$ cat config.mk
export PLATFORM = sky130hd
export DESIGN_NAME = arm_multicycle_datapath_flat
export DESIGN_NICKNAME = d
export VERILOG_FILES = /design/src/rtl/arm_multicycle_datapath_pkg.sv /design/src/rtl/arm_multicycle_datapath_if.sv /design/src/rtl/arm_multicycle_datapath_regfile.sv /design/src/rtl/arm_multicycle_datapath.sv /design/src/flat_wrapper.sv
export SDC_FILE = /design/constraint.sdc
export NUM_CORES = 2
export LEC_CHECK = 0
export CAP_MARGIN = 20
export CORE_MARGIN = 2
export CORE_UTILIZATION = 60
export CTS_CLUSTER_SIZE = 16
export DETAILED_ROUTE_END_ITERATION = 16
export GPL_TIMING_DRIVEN = 0
export PLACE_DENSITY = 0.8
export SETUP_SLACK_MARGIN = 0.05
export SLEW_MARGIN = 10
export SYNTH_ARGS = -nofsm -noshare
export SYNTH_HDL_FRONTEND = slang
export SYNTH_SLANG_ARGS = --single-unit
$ cat constraint.sdc
create_clock -name clk -period 13.1 [get_ports clk]
set_input_delay 1.965 -clock clk [delete_from_list [all_inputs] [get_ports clk]]
set_output_delay 1.965 -clock clk [all_outputs]
set_load 0.03 [all_outputs]
$ cat src/rtl/arm_multicycle_datapath_pkg.sv
`default_nettype none
// ============================================================================
// Module   : arm_defs_pkg
// Purpose  : Shared mux/ALU encodings, flag indices and immediate extender
//            for the multicycle ARM datapath.
// Revision : 1.0 - initial release
// ============================================================================
package arm_defs_pkg;

    localparam logic [1:0] ALU_ADD = 2'b00;
    localparam logic [1:0] ALU_SUB = 2'b01;
    localparam logic [1:0] ALU_AND = 2'b10;
    localparam logic [1:0] ALU_ORR = 2'b11;

    localparam logic [1:0] RES_ALUOUT    = 2'b00;
    localparam logic [1:0] RES_DATA      = 2'b01;
    localparam logic [1:0] RES_ALURESULT = 2'b10;

    localparam logic [1:0] IMM_8  = 2'b00;
    localparam logic [1:0] IMM_12 = 2'b01;
    localparam logic [1:0] IMM_24 = 2'b10;

    localparam logic [1:0] SRCA_A  = 2'b00;
    localparam logic [1:0] SRCA_PC = 2'b01;

    localparam logic [1:0] SRCB_WD   = 2'b00;
    localparam logic [1:0] SRCB_IMM  = 2'b01;
    localparam logic [1:0] SRCB_STEP = 2'b10;
    localparam logic [1:0] SRCB_IMM2 = 2'b11;

    localparam int FLAG_N = 3;
    localparam int FLAG_Z = 2;
    localparam int FLAG_C = 1;
    localparam int FLAG_V = 0;

    // Branch offsets are word offsets, hence the sign-extend plus shift by 2.
    function automatic logic [31:0] extend_imm(input logic [1:0]  imm_src,
                                               input logic [23:0] imm);
        logic [31:0] ext;
        ext = '0;
        case (imm_src)
            IMM_8:   ext = {24'd0, imm[7:0]};
            IMM_12:  ext = {20'd0, imm[11:0]};
            IMM_24:  ext = {{6{imm[23]}}, imm, 2'b00};
            default: ext = '0;
        endcase
        return ext;
    endfunction

endpackage
`default_nettype wire

$ cat src/rtl/arm_multicycle_datapath_if.sv
`default_nettype none
// ============================================================================
// Module   : arm_dp_if
// Purpose  : Controller/memory strobes into the datapath and its results back.
// Revision : 1.0 - initial release
// ============================================================================
interface arm_dp_if;

    logic [31:0] ReadData;
    logic        PCWrite;
    logic        RegWrite;
    logic        IRWrite;
    logic        AdrSrc;
    logic [1:0]  RegSrc;
    logic [1:0]  ALUSrcA;
    logic [1:0]  ALUSrcB;
    logic [1:0]  ResultSrc;
    logic [1:0]  ImmSrc;
    logic [1:0]  ALUControl;
    logic [31:0] Adr;
    logic [31:0] WriteData;
    logic [31:0] Instr;
    logic [3:0]  ALUFlags;

    modport master (
        output ReadData, PCWrite, RegWrite, IRWrite, AdrSrc, RegSrc,
               ALUSrcA, ALUSrcB, ResultSrc, ImmSrc, ALUControl,
        input  Adr, WriteData, Instr, ALUFlags
    );

    modport slave (
        input  ReadData, PCWrite, RegWrite, IRWrite, AdrSrc, RegSrc,
               ALUSrcA, ALUSrcB, ResultSrc, ImmSrc, ALUControl,
        output Adr, WriteData, Instr, ALUFlags
    );

endinterface
`default_nettype wire

$ cat src/rtl/arm_multicycle_datapath_regfile.sv
`default_nettype none
// ============================================================================
// Module   : arm_regfile
// Purpose  : R0..R14 with two read ports, one write port; R15 reads r15 input.
// Revision : 1.0 - initial release
// ============================================================================
module arm_regfile (
    input  wire logic        clk,
    input  wire logic        reset,
    input  wire logic        we3,
    input  wire logic [3:0]  a1,
    input  wire logic [3:0]  a2,
    input  wire logic [3:0]  a3,
    input  wire logic [31:0] wd3,
    input  wire logic [31:0] r15,
    output logic [31:0]      rd1,
    output logic [31:0]      rd2
);

    logic [31:0] rf_q [15];
    logic [31:0] rf_d [15];

    // Writes to R15 are dropped here; the PC is only loaded via PCWrite.
    always_comb begin
        rf_d = rf_q;
        if (we3 && (a3 != 4'd15)) begin
            rf_d[a3] = wd3;
        end
    end

    always_ff @(posedge clk) begin
        if (reset) begin
            for (int i = 0; i < 15; i++) begin
                rf_q[i] <= '0;
            end
        end else begin
            rf_q <= rf_d;
        end
    end

    // Reads see the pre-write contents during a same-cycle write.
    always_comb begin
        rd1 = (a1 == 4'd15) ? r15 : rf_q[a1];
        rd2 = (a2 == 4'd15) ? r15 : rf_q[a2];
    end

endmodule
`default_nettype wire

$ cat src/rtl/arm_multicycle_datapath.sv
`default_nettype none
// ============================================================================
// Module   : arm_multicycle_datapath
// Purpose  : Multicycle ARM datapath: PC/IR/Data/A/WriteData/ALUOut, regfile,
//            extender and ALU, driven by the multicycle controller.
// Revision : 1.0 - initial release
// ============================================================================
module arm_multicycle_datapath
    import arm_defs_pkg::*;
#(
    parameter logic [31:0] RESET_PC = 32'h0000_0000,
    parameter logic [31:0] PC_STEP  = 32'd4
) (
    input  wire logic clk,
    input  wire logic reset,
    arm_dp_if.slave   bus
);

    logic [31:0] pc_q,     pc_d;
    logic [31:0] instr_q,  instr_d;
    logic [31:0] data_q,   data_d;
    logic [31:0] a_q,      a_d;
    logic [31:0] wd_q,     wd_d;
    logic [31:0] aluout_q, aluout_d;

    logic [31:0] ext_imm;
    logic [31:0] src_a;
    logic [31:0] src_b;
    logic [31:0] alu_b;
    logic [32:0] alu_sum;
    logic [31:0] alu_result;
    logic        alu_carry;
    logic        alu_ovf;
    logic [3:0]  alu_flags;
    logic [31:0] result;
    logic [31:0] adr;
    logic [3:0]  ra1;
    logic [3:0]  ra2;
    logic [31:0] rd1;
    logic [31:0] rd2;

    always_comb begin
        ext_imm = extend_imm(bus.ImmSrc, instr_q[23:0]);
        src_a   = (bus.ALUSrcA == SRCA_PC) ? pc_q : a_q;
        src_b   = ext_imm;
        case (bus.ALUSrcB)
            SRCB_WD:   src_b = wd_q;
            SRCB_IMM:  src_b = ext_imm;
            SRCB_STEP: src_b = PC_STEP;
            SRCB_IMM2: src_b = ext_imm;
            default:   src_b = ext_imm;
        endcase
    end

    // Subtract is add of the inverted operand with carry-in, so C=1 means no borrow.
    always_comb begin
        alu_b      = (bus.ALUControl == ALU_SUB) ? ~src_b : src_b;
        alu_sum    = {1'b0, src_a} + {1'b0, alu_b}
                   + {32'd0, (bus.ALUControl == ALU_SUB)};
        alu_result = alu_sum[31:0];
        alu_carry  = 1'b0;
        alu_ovf    = 1'b0;
        case (bus.ALUControl)
            ALU_ADD, ALU_SUB: begin
                alu_result = alu_sum[31:0];
                alu_carry  = alu_sum[32];
                alu_ovf    = (src_a[31] == alu_b[31]) && (alu_sum[31] != src_a[31]);
            end
            ALU_AND: alu_result = src_a & src_b;
            ALU_ORR: alu_result = src_a | src_b;
            default: alu_result = alu_sum[31:0];
        endcase
        alu_flags         = '0;
        alu_flags[FLAG_N] = alu_result[31];
        alu_flags[FLAG_Z] = (alu_result == 32'd0);
        alu_flags[FLAG_C] = alu_carry;
        alu_flags[FLAG_V] = alu_ovf;
    end

    always_comb begin
        case (bus.ResultSrc)
            RES_DATA:      result = data_q;
            RES_ALURESULT: result = alu_result;
            default:       result = aluout_q;
        endcase
        adr = bus.AdrSrc ? result : pc_q;
        ra1 = bus.RegSrc[0] ? 4'd15 : instr_q[19:16];
        ra2 = bus.RegSrc[1] ? instr_q[15:12] : instr_q[3:0];
    end

    // R15 reads return Result, which is PC+8 during decode.
    arm_regfile u_regfile (
        .clk   (clk),
        .reset (reset),
        .we3   (bus.RegWrite),
        .a1    (ra1),
        .a2    (ra2),
        .a3    (instr_q[15:12]),
        .wd3   (result),
        .r15   (result),
        .rd1   (rd1),
        .rd2   (rd2)
    );

    always_comb begin
        pc_d     = bus.PCWrite ? result : pc_q;
        instr_d  = bus.IRWrite ? bus.ReadData : instr_q;
        data_d   = bus.ReadData;
        a_d      = rd1;
        wd_d     = rd2;
        aluout_d = alu_result;
    end

    always_ff @(posedge clk) begin
        if (reset) begin
            pc_q     <= RESET_PC;
            instr_q  <= '0;
            data_q   <= '0;
            a_q      <= '0;
            wd_q     <= '0;
            aluout_q <= '0;
        end else begin
            pc_q     <= pc_d;
            instr_q  <= instr_d;
            data_q   <= data_d;
            a_q      <= a_d;
            wd_q     <= wd_d;
            aluout_q <= aluout_d;
        end
    end

    assign bus.Adr       = adr;
    assign bus.WriteData = wd_q;
    assign bus.Instr     = instr_q;
    assign bus.ALUFlags  = alu_flags;

endmodule
`default_nettype wire

$ cat src/flat_wrapper.sv
// flat-port wrapper written by rule: the top's interface ports become plain ports
module arm_multicycle_datapath_flat import arm_defs_pkg::*;
#(
    parameter logic [31:0] RESET_PC = 32'h0000_0000,
    parameter logic [31:0] PC_STEP  = 32'd4
)
  (clk, reset, bus_ReadData, bus_PCWrite, bus_RegWrite, bus_IRWrite, bus_AdrSrc, bus_RegSrc, bus_ALUSrcA, bus_ALUSrcB, bus_ResultSrc, bus_ImmSrc, bus_ALUControl, bus_Adr, bus_WriteData, bus_Instr, bus_ALUFlags);
  arm_dp_if bus_i ();
  input  wire logic clk;
  input  wire logic reset;
  input wire logic [$bits(bus_i.ReadData)-1:0] bus_ReadData;
  input wire logic [$bits(bus_i.PCWrite)-1:0] bus_PCWrite;
  input wire logic [$bits(bus_i.RegWrite)-1:0] bus_RegWrite;
  input wire logic [$bits(bus_i.IRWrite)-1:0] bus_IRWrite;
  input wire logic [$bits(bus_i.AdrSrc)-1:0] bus_AdrSrc;
  input wire logic [$bits(bus_i.RegSrc)-1:0] bus_RegSrc;
  input wire logic [$bits(bus_i.ALUSrcA)-1:0] bus_ALUSrcA;
  input wire logic [$bits(bus_i.ALUSrcB)-1:0] bus_ALUSrcB;
  input wire logic [$bits(bus_i.ResultSrc)-1:0] bus_ResultSrc;
  input wire logic [$bits(bus_i.ImmSrc)-1:0] bus_ImmSrc;
  input wire logic [$bits(bus_i.ALUControl)-1:0] bus_ALUControl;
  output wire logic [$bits(bus_i.Adr)-1:0] bus_Adr;
  output wire logic [$bits(bus_i.WriteData)-1:0] bus_WriteData;
  output wire logic [$bits(bus_i.Instr)-1:0] bus_Instr;
  output wire logic [$bits(bus_i.ALUFlags)-1:0] bus_ALUFlags;
  assign bus_i.ReadData = bus_ReadData;
  assign bus_i.PCWrite = bus_PCWrite;
  assign bus_i.RegWrite = bus_RegWrite;
  assign bus_i.IRWrite = bus_IRWrite;
  assign bus_i.AdrSrc = bus_AdrSrc;
  assign bus_i.RegSrc = bus_RegSrc;
  assign bus_i.ALUSrcA = bus_ALUSrcA;
  assign bus_i.ALUSrcB = bus_ALUSrcB;
  assign bus_i.ResultSrc = bus_ResultSrc;
  assign bus_i.ImmSrc = bus_ImmSrc;
  assign bus_i.ALUControl = bus_ALUControl;
  assign bus_Adr = bus_i.Adr;
  assign bus_WriteData = bus_i.WriteData;
  assign bus_Instr = bus_i.Instr;
  assign bus_ALUFlags = bus_i.ALUFlags;
  arm_multicycle_datapath #(.RESET_PC(RESET_PC), .PC_STEP(PC_STEP)) u_core (.clk(clk), .reset(reset), .bus(bus_i));
endmodule
==> impl_metrics.json <==
{
  "run_status": "finished, final reports clean",
  "slew_headroom": 0.159,
  "horizontal_die_dimension_um": 247,
  "rr_worst_depth": 15,
  "pwr-share-seq": 0.409,
  "ys_top_cells_by_area": "dfxtp_1, nand2_1, a21oi_1, mux2i_1, mux4_2",
  "synth-seq-cells": 672,
  "cp_max_fo": 10,
  "vias_per_cell": 7.07,
  "grt_antenna_before_repair": 6,
  "grt_usage": 0.544,
  "routed_wire_length_per_instance_um": 31.3,
  "core_footprint_um2": 58800,
  "synthesis.area_um2": 35500,
  "finalHoldViolations": 0,
  "synthesis.nets": 4509,
  "cts_tree": "done",
  "netlist.top_cell.by_area": "dfxtp_1",
  "cp-start-kind": "input pin",
  "critPathBufInv": 5,
  "final_layout_size_suffix_gt1_frac": 0.0762,
  "design.die.area_um2": 61200,
  "dr_total_vias": 38802,
  "synth_area_per_inst_um2": 8.03,
  "critical_path.most_common_cell": "clkbuf_1",
  "grt_start_max_net_pins": 15,
  "total_area_of_multi_input_combinational_cells_um2": 20400,
  "die_extent_in_y_um": 247,
  "holdCritPathClass": "register to register",
  "total_power_uw": 5200,
  "totalWireLength_um": 172000,
  "instances_no_fill": 5489,
  "sequential_cell_area_um2": 13500,
  "synth_sequential_area_ratio": 0.379,
  "cp_slowest_stage_delay_ns": 0.86,
  "post-route-drc-count": 0,
  "p_per_area_nw_per_um2": 128,
  "min_delay_path_depth": 2,
  "tns_ns": 0,
  "finClkSkew_ns": 0.0475,
  "post_route_fraction_of_the_period_consumed_by_the_critical_path": 0.884,
  "numPortBuffers": 142,
  "timing_worst_slew_pin_value_ns": 1.26,
  "clk_pin_slew_ns": 0.06,
  "yosys_warnings": 0,
  "setup-violations-final": 0,
  "io_pins": 150,
  "total_switching_power_uw": 1610,
  "count_of_hold_fix_buffers_inserted_at_cts": 0,
  "post_dp_cell_area_um2": 38100,
  "std_cell_rows": 89,
  "clockBufferDepth": 3,
  "required_ns": 11.14,
  "tritoncts_num_sinks": 672,
  "drtPass1Iterations": 8,
  "max_cap_violations": 0,
  "root_buffer": "clkbuf_16",
  "dp.final_hpwl_um": 125000,
  "detail-route-antenna-nets": 0,
  "synth.top_cell.area_share": 0.379,
  "post_synth_inst_count": 4425,
  "ys.flop_type": "dfxtp_1",
  "p_leak_uw": 0.0138,
  "rsz_0062_raised_after_global_routing": "false",
  "endpoint_kind": "output port",
  "first_global_vias": 36866,
  "critical_path.slowest_cell": "nor2_1",
  "share_comb_of_total_power": 0.180,
  "yosys.cell_types.count": 81,
  "post-cts-setup-buffer-count": 0,
  "p_clk_frac": 0.411,
  "worstSetupPathType": "input pin to output port",
  "fraction_of_registers_with_async_set_reset": 0,
  "achievable-frequency_mhz": 86.4,
  "sw_frac_of_total": 0.310,
  "worstSkewPairLatency_ns": 0.66,
  "category_of_cells_accounting_for_the_largest_share_of_critical_path_delay": "buffers and inverters",
  "p_int_uw": 3590,
  "cts_made_buffers": 71,
  "post_cts_resize_count": 0,
  "placed_cells_incl_taps": 5353,
  "final_cell_mix": "nand2_1, dfxtp_1, a21oi_1",
  "dr.first_iter.drc_count": 6778,
  "min_period_ns": 11.57,
  "cts_htree_levels": 3,
  "routabilityCongestion": 1.07,
  "crit_path_cell_trace": "clkdlybuf4s50_1 > clkbuf_1 > nor2_1 > clkbuf_1 > a22o_1 > xor2_1 > fa_1 > a21o_1 > a211oi_1 > or3_1 > a21oi_1 > nor2_1 > xor2_1 > o21ai_0 > and2_1 > o21ai_1 > clkbuf_1 > mux2i_1 > clkdlybuf4s50_1",
  "crit_cells": 19,
  "worstPathArrival_ns": 9.61,
  "final_cell_area_um2": 40600,
  "number_of_flops_mapped_to_enable_cells_by_yosys": 0,
  "design.final.nets": 4748,
  "timing.final.max_slew_violations": 0,
  "grt_overflow": 0,
  "vdd_ir_drop_max_mv": 0.138,
  "final.fill_count": 4965,
  "first_pass_grt_wire_length_um": 240000,
  "areaGrowthSynthToFinish_pct": 14.2,
  "final_common_cell": "nand2_1",
  "start_util": 0.604
}
==> metal layers <==
metal	routed length, um	track usage
met5	46	0
met2	71400	0.807
met1	57300	0.613
met3	26900	0.229
met4	16300	0.434
==> registers in the layout, indices dropped and copies added, names as in the netlist <==
register and count:
u_core.pc_q 32, u_core.bus.Instr 32, u_core.aluout_q 32, u_core.a_q 32
u_core.u_regfile.rf_q 480, u_core.bus.WriteData 32, u_core.data_q 32
==> cells by family (layout without fill, tap and decap cells) <==
family	count (synthesis)	in the layout	share of synthesized area
adders and majority gates	59	59	0.0192
other	0	3	0
xor gates and xnor gates	37	37	0.00912
and+or+nand+nor	1636	1636	0.192
buffers and inverters	438	726	0.0472
muxes	419	419	0.155
AOI/OAI and AO/OA	1164	1164	0.199
DFF	672	672	0.379
==> final timing paths <==
kind                                            startpoint                    endpoint  slack (ns)
worst min register to register  u_core.u_regfile.rf_q[365]  u_core.u_regfile.rf_q[365]        0.46
worst max-delay path                        bus_ALUSrcB[0]                 bus_Adr[22]        1.53
worst max register to register     u_core.bus.WriteData[0]  u_core.u_regfile.rf_q[244]        7.28
worst min-delay path            u_core.u_regfile.rf_q[365]  u_core.u_regfile.rf_q[365]        0.46
==> tightest hold or removal path, delay by kind of cell, from the launching register on <==
family           cells  cell delay (ns)
AO/OA/AOI/OAI        1             0.05
flip-flops           1             0.31
AND/OR/NAND/NOR      1             0.05
==> layout make-up <==
cell class	count	share of cell area
Inverter	34	0.00315
Sequential cell	672	0.332
Clock inverter	19	0.00691
Tap cell	773	0.0238
Clock buffer	103	0.0520
Multi-Input combinational cell	3315	0.503
Timing Repair Buffer	166	0.0410
Antenna cell	3	0.000185
Buffer	404	0.0382
==> per-stage QoR <==
step / util / hold slack [ns] / worst slack (ns)
after floorplan: - / 0.441 / 5.01
after global placement: 0.645 / 0.451 / 1.96
after detailed placement: 0.647 / 0.456 / 1.96
after CTS: 0.688 / 0.464 / 1.91
after global routing: 0.690 / 0.483 / 1.54
final: 0.690 / 0.465 / 1.53
==> power by group through the flow <==
stage          sequential (uW)  clock (uW)  combinational (uW)
2_1_floorplan             2170           0                 487
3_3_place_gp              2170           0                 847
3_5_place_dp              2170           0                 859
4_1_cts                   2130        2100                 864
5_1_grt                   2130        2180                 936
6_report                  2130        2140                 933
==> Yosys cell counts, types with 25 or more instances <==
cell / instances
o221ai_1: 68
nand2_1: 1143
mux2i_1: 237
ha_1: 33
clkbuf_1: 339
maj3_1: 25
a211oi_1: 46
nand3_1: 94
buf_1: 45
o21ai_0: 132
mux4_2: 97
dfxtp_1: 672
a311oi_1: 37
a21oi_1: 601
nor2_1: 191
inv_1: 33
o22ai_1: 30
nor3_1: 48
mux2_2: 85
nor2b_1: 51
a31oi_1: 75
Power figures use the tool's default switching activity.
